$ cat config.mk
export PLATFORM = sky130hd
export DESIGN_NAME = mul_accum
export DESIGN_NICKNAME = d
export VERILOG_FILES = /design/src/rtl/mul_accum.sv
export SDC_FILE = /design/constraint.sdc
export NUM_CORES = 1
export LEC_CHECK = 0
export ABC_AREA = 1
export BUFFER_PORTS_ARGS = -buffer_cell sky130_fd_sc_hd__buf_2
export CORE_MARGIN = 8
export CORE_UTILIZATION = 25
export CTS_CLUSTER_DIAMETER = 150
export CTS_CLUSTER_SIZE = 12
export DETAILED_ROUTE_END_ITERATION = 10
export SLEW_MARGIN = 25
export SYNTH_ARGS = -nofsm -noshare
export SYNTH_HDL_FRONTEND = slang
export SYNTH_SLANG_ARGS = --single-unit
export TNS_END_PERCENT = 10
$ cat constraint.sdc
create_clock -name clk -period 1.8 [get_ports clk]
set_input_delay 0.27 -clock clk [delete_from_list [all_inputs] [get_ports clk]]
set_output_delay 0.27 -clock clk [all_outputs]
set_load 0.05 [all_outputs]
$ cat src/rtl/mul_accum.sv
`timescale 1ns/1ps
`default_nettype none
// ============================================================================
// Module   : mul_accum
// Summary  : Signed multiply-accumulate stage that sums COUNT sign-extended
//            products and holds each result behind a valid/ready handshake.
//            The ACC_SAT_EN macro selects saturating arithmetic (default wrap).
// Revision : 1.0  initial release
// ============================================================================
module mul_accum #(
    parameter int WIDTH     = 6,
    parameter int COUNT     = 4,
    parameter int ACC_WIDTH = 16
) (
    input  logic                   clk,
    input  logic                   rst,
    input  logic                   clear,
    input  logic [2*WIDTH-1:0]     prod_in,
    input  logic                   prod_valid,
    output logic                   prod_ready,
    output logic [ACC_WIDTH-1:0]   acc_out,
    output logic                   acc_valid,
    input  logic                   acc_ready,
    output logic [7:0]             acc_cnt,
    output logic                   acc_ovf
);

    localparam int                   C_PROD_W = 2 * WIDTH;
    localparam logic [7:0]           C_COUNT  = 8'(COUNT);
    localparam logic [ACC_WIDTH-1:0] C_MAX    = {1'b0, {(ACC_WIDTH-1){1'b1}}};
    localparam logic [ACC_WIDTH-1:0] C_MIN    = {1'b1, {(ACC_WIDTH-1){1'b0}}};

    typedef enum logic [1:0] {
        S_IDLE = 2'd0,
        S_ACC  = 2'd1,
        S_HOLD = 2'd2
    } state_t;

    state_t                 r_state;
    logic [ACC_WIDTH:0]     w_ext;
    logic [ACC_WIDTH:0]     w_wide;
    logic                   w_ovf;
    logic [ACC_WIDTH-1:0]   w_next_sum;
    logic                   w_accept;
    logic [7:0]             w_cnt_inc;

    // One guard bit above the accumulator exposes signed overflow.
    assign w_ext     = {{(ACC_WIDTH+1-C_PROD_W){prod_in[C_PROD_W-1]}}, prod_in};
    assign w_wide    = {acc_out[ACC_WIDTH-1], acc_out} + w_ext;
    assign w_ovf     = w_wide[ACC_WIDTH] ^ w_wide[ACC_WIDTH-1];
    assign w_accept  = prod_valid & prod_ready;
    assign w_cnt_inc = acc_cnt + 8'd1;

`ifdef ACC_SAT_EN
    // The guard bit carries the true sign, so it picks the clamp direction.
    assign w_next_sum = w_ovf ? (w_wide[ACC_WIDTH] ? C_MIN : C_MAX)
                              : w_wide[ACC_WIDTH-1:0];
`else
    assign w_next_sum = w_wide[ACC_WIDTH-1:0];
`endif

    always_ff @(posedge clk) begin
        if (rst || clear) begin
            r_state    <= S_IDLE;
            acc_out    <= '0;
            acc_cnt    <= '0;
            acc_ovf    <= 1'b0;
            acc_valid  <= 1'b0;
            prod_ready <= 1'b1;
        end else begin
            case (r_state)
                S_IDLE, S_ACC: begin
                    if (w_accept) begin
                        acc_out <= w_next_sum;
                        acc_cnt <= w_cnt_inc;
                        if (w_ovf) begin
                            acc_ovf <= 1'b1;
                        end
                        if (w_cnt_inc == C_COUNT) begin
                            r_state    <= S_HOLD;
                            acc_valid  <= 1'b1;
                            prod_ready <= 1'b0;
                        end else begin
                            r_state <= S_ACC;
                        end
                    end
                end
                S_HOLD: begin
                    if (acc_ready) begin
                        r_state    <= S_IDLE;
                        acc_out    <= '0;
                        acc_cnt    <= '0;
                        acc_ovf    <= 1'b0;
                        acc_valid  <= 1'b0;
                        prod_ready <= 1'b1;
                    end
                end
                default: begin
                    r_state    <= S_IDLE;
                    acc_out    <= '0;
                    acc_cnt    <= '0;
                    acc_ovf    <= 1'b0;
                    acc_valid  <= 1'b0;
                    prod_ready <= 1'b1;
                end
            endcase
        end
    end

endmodule
`default_nettype wire

==> impl_metrics.env <==
export IMPL_internal_power_mw=1.25
export IMPL_globalplace_congestion=0.816
export IMPL_grt_pass1_vias=2325
export IMPL_grt_setup_unrepaired="yes"
export IMPL_grt_overflow_total=0
export IMPL_pre_cts_ws_ps=-52.8
export IMPL_place_inst=501
export IMPL_worstPathRequired_ps=2020
export IMPL_drv_slew=0
export IMPL_synth_compound_area_share_pct=14.6
export IMPL_layout_common_cells="nand2_1, inv_1, buf_2, a21oi_1, dfxtp_1"
export IMPL_p_seq_share_pct=36.9
export IMPL_whs_ps=308
export IMPL_finalCriticalPeriod_ps=1730
export IMPL_p_sw_share_pct=31.4
export IMPL_power_switching_mw=0.573
export IMPL_synthSimpleGateAreaFrac_pct=36.5
export IMPL_die_h_um=109
export IMPL_r2r_start="acc_out[0]"
export IMPL_fin_cells=510
export IMPL_drtIter0Drc=129
export IMPL_clockRootBuffer="clkbuf_8"
export IMPL_ios=44
export IMPL_dr_pass1_iters=4
export IMPL_drv_cap=0
export IMPL_setup_tns_ps=0
export IMPL_core_area_um2=8590
export IMPL_final_area_um2=2790
export IMPL_area_delta_synth_final_pct=28.3
export IMPL_ys_seq_area_share_pct=26.7
export IMPL_cpMaxStageDelayCell="fa_2"
export IMPL_ys_warn_count=0
export IMPL_finalPower_mw=1.82
export IMPL_place_area_um2=2590
export IMPL_track_usage_pct=11.0
export IMPL_path_cells="ha_4 -> inv_2 -> fa_2 -> inv_2 -> nand2_2 -> nand2_2 -> nand3_2 -> nand2_4 -> nand2_2 -> nand3b_1 -> nand3_1 -> a21oi_1"
export IMPL_grt_pass1_wl_um=10700
export IMPL_use_met1_pct=13.8
export IMPL_cp_data_arrival_time_ps=1950
export IMPL_grt_max_degree=26
export IMPL_syn_nets=379
export IMPL_ant_nets=0
export IMPL_final_common_cell="nand2_1"
export IMPL_power_frac_clock_pct=40.6
export IMPL_leakage_nw=1.39
export IMPL_worst_pin_slew_ps=354
export IMPL_status="finished clean"
export IMPL_irDropWorstVdd_mv=0.350
export IMPL_finClkSkew_ps=5.74
export IMPL_synth_top_family_by_area="simple AND/OR/NAND/NOR gates"
export IMPL_cts_buffer_depth=2
export IMPL_ctsHoldBuffers=0
export IMPL_die_x_um=109
export IMPL_cp_start_kind="flop"
export IMPL_synth_seq_cells=29
export IMPL_portBuffers=43
export IMPL_drive_gt1_share_pct=25.6
export IMPL_min_from="acc_ready"
export IMPL_busiest_layer="met2"
export IMPL_numCtsBuffers=5
export IMPL_setup_violations=0
export IMPL_relSlewSlack_pct=76.3
export IMPL_vias_per_cell=4.43
export IMPL_cp_max_fo=5
export IMPL_synth_xor_area_share_pct=0.806
export IMPL_routed_wl_um=6190
export IMPL_fmax_mhz=577
export IMPL_syn_avg_cell_area_um2=6.32
export IMPL_synth_mux_area_share_pct=0
export IMPL_path_class="reg -> reg"
export IMPL_vias=2258
export IMPL_nNetsFinal=436
export IMPL_final_hold_violation_count=0
export IMPL_clk_insertion_delay_late_ps=290
export IMPL_antenna_found_initial=0
export IMPL_cpMostUsedCell="nand2_2"
export IMPL_start_util_pct=25.3
export IMPL_rows=34
export IMPL_drc=0
export IMPL_cpPeakStageDelay_ps=390
export IMPL_htreeDepth=2
export IMPL_hpwl_um=4740
export IMPL_use_met2_pct=18.3
export IMPL_diodes=0
export IMPL_crit_path_end_kind="flop"
export IMPL_cts_tree="yes"
export IMPL_fin_ws_ps=67.4
export IMPL_ys_types=35
export IMPL_clock_sinks=29
export IMPL_critPathLaunch="acc_out[0]"
export IMPL_power_density_nw_per_um2=654
export IMPL_use_met3_pct=2.48
export IMPL_combPwrFrac_pct=22.4
export IMPL_wl_per_cell_um=12.1
export IMPL_synth_area_um2=2170
export IMPL_clk_pin_slew_ps=70
export IMPL_dieArea_um2=11900
export IMPL_fin_crit_sh_pct=96.3
export IMPL_hold_class="in -> reg"
export IMPL_synth_adder_area_share_pct=10.7
export IMPL_fin_util_pct=32.5
export IMPL_syn_instance_count=344
state kept, by name, indices dropped and copies added, names as in the netlist:
signal      count
acc_valid       1
prod_ready      1
acc_ovf         1
acc_cnt         8
acc_out        16
r_state         2
path summary, 6_finish.rpt:
| path | to | cells past startpoint | slack, ps |
|---|---|---|---|
| setup / recovery | acc_out[12] | 12 | 70 |
| hold reg to reg | acc_valid | 2 | 460 |
| hold / removal | r_state[1] | 4 | 310 |
| setup reg to reg | acc_out[12] | 12 | 70 |
critical path, delay by kind of cell (launching register included):
kind,cells,cell delay (ps)
simple gates,7,510
buf+inv,2,110
flops,1,370
fa+ha+maj,2,520
compound gates,1,150
cells in the mapped netlist (all sizes together):
library cell | count | area share [%]
nand2 | 121 | 22
nand4 | 2 | 0.58
inv | 53 | 9.2
a21o | 2 | 0.69
o21bai | 2 | 0.69
o21ai | 9 | 2.2
a221oi | 2 | 1.4
or2 | 2 | 0.58
xor2 | 1 | 0.40
nor2 | 21 | 4.3
nand3b | 5 | 1.7
a21oi | 38 | 8.9
and2 | 2 | 0.58
a22oi | 1 | 0.35
clkbuf | 2 | 0.35
buf | 4 | 1.2
o22ai | 1 | 0.29
nor3 | 4 | 0.92
nand3 | 24 | 6.2
xnor2 | 1 | 0.40
ha | 17 | 9.8
dfxtp | 29 | 27
fa | 1 | 0.92
power by group through the flow:
stage               logic [mW]  clock network [mW]  registers [mW]
floorplan                0.219                   0           0.745
global placement         0.387                   0           0.687
detailed placement       0.391                   0           0.687
CTS                      0.395               0.771           0.672
global route             0.460               0.798           0.676
finish                   0.409               0.741           0.673
per-layer routing:
layer  wire (um)  vias to the layer above
met1        3000                      997
met4          63                        0
li1            -                     1210
met5           0                        -
met3         280                        6
met2        2850                       45
area by class of cell:
type | count | area (um^2)
fillers | 974 | 5800
multi-input cells | 256 | 1430
flip-flops and latches | 29 | 588
repair buffers | 56 | 313
inverters | 53 | 199
well taps | 108 | 135
clock buffers | 6 | 82.6
clock inverters | 2 | 37.5
kinds of logic (layout without fill, tap and decap cells):
group / count (synthesis) / after routing
AO/OA/AOI/OAI: 55 / 55
XOR/XNOR: 2 / 2
adder cells (fa/ha/maj): 18 / 18
buffers and inverters: 59 / 117
flip-flops: 29 / 29
AND/OR/NAND/NOR: 181 / 181
timing repair:
item                                    CTS  global route
endpoints found under the setup margin    3            10
resized for setup                         2            18
pin swaps                                 0            10
setup buffers                             0             1
Note: power is estimated with default switching activity, not from simulation.
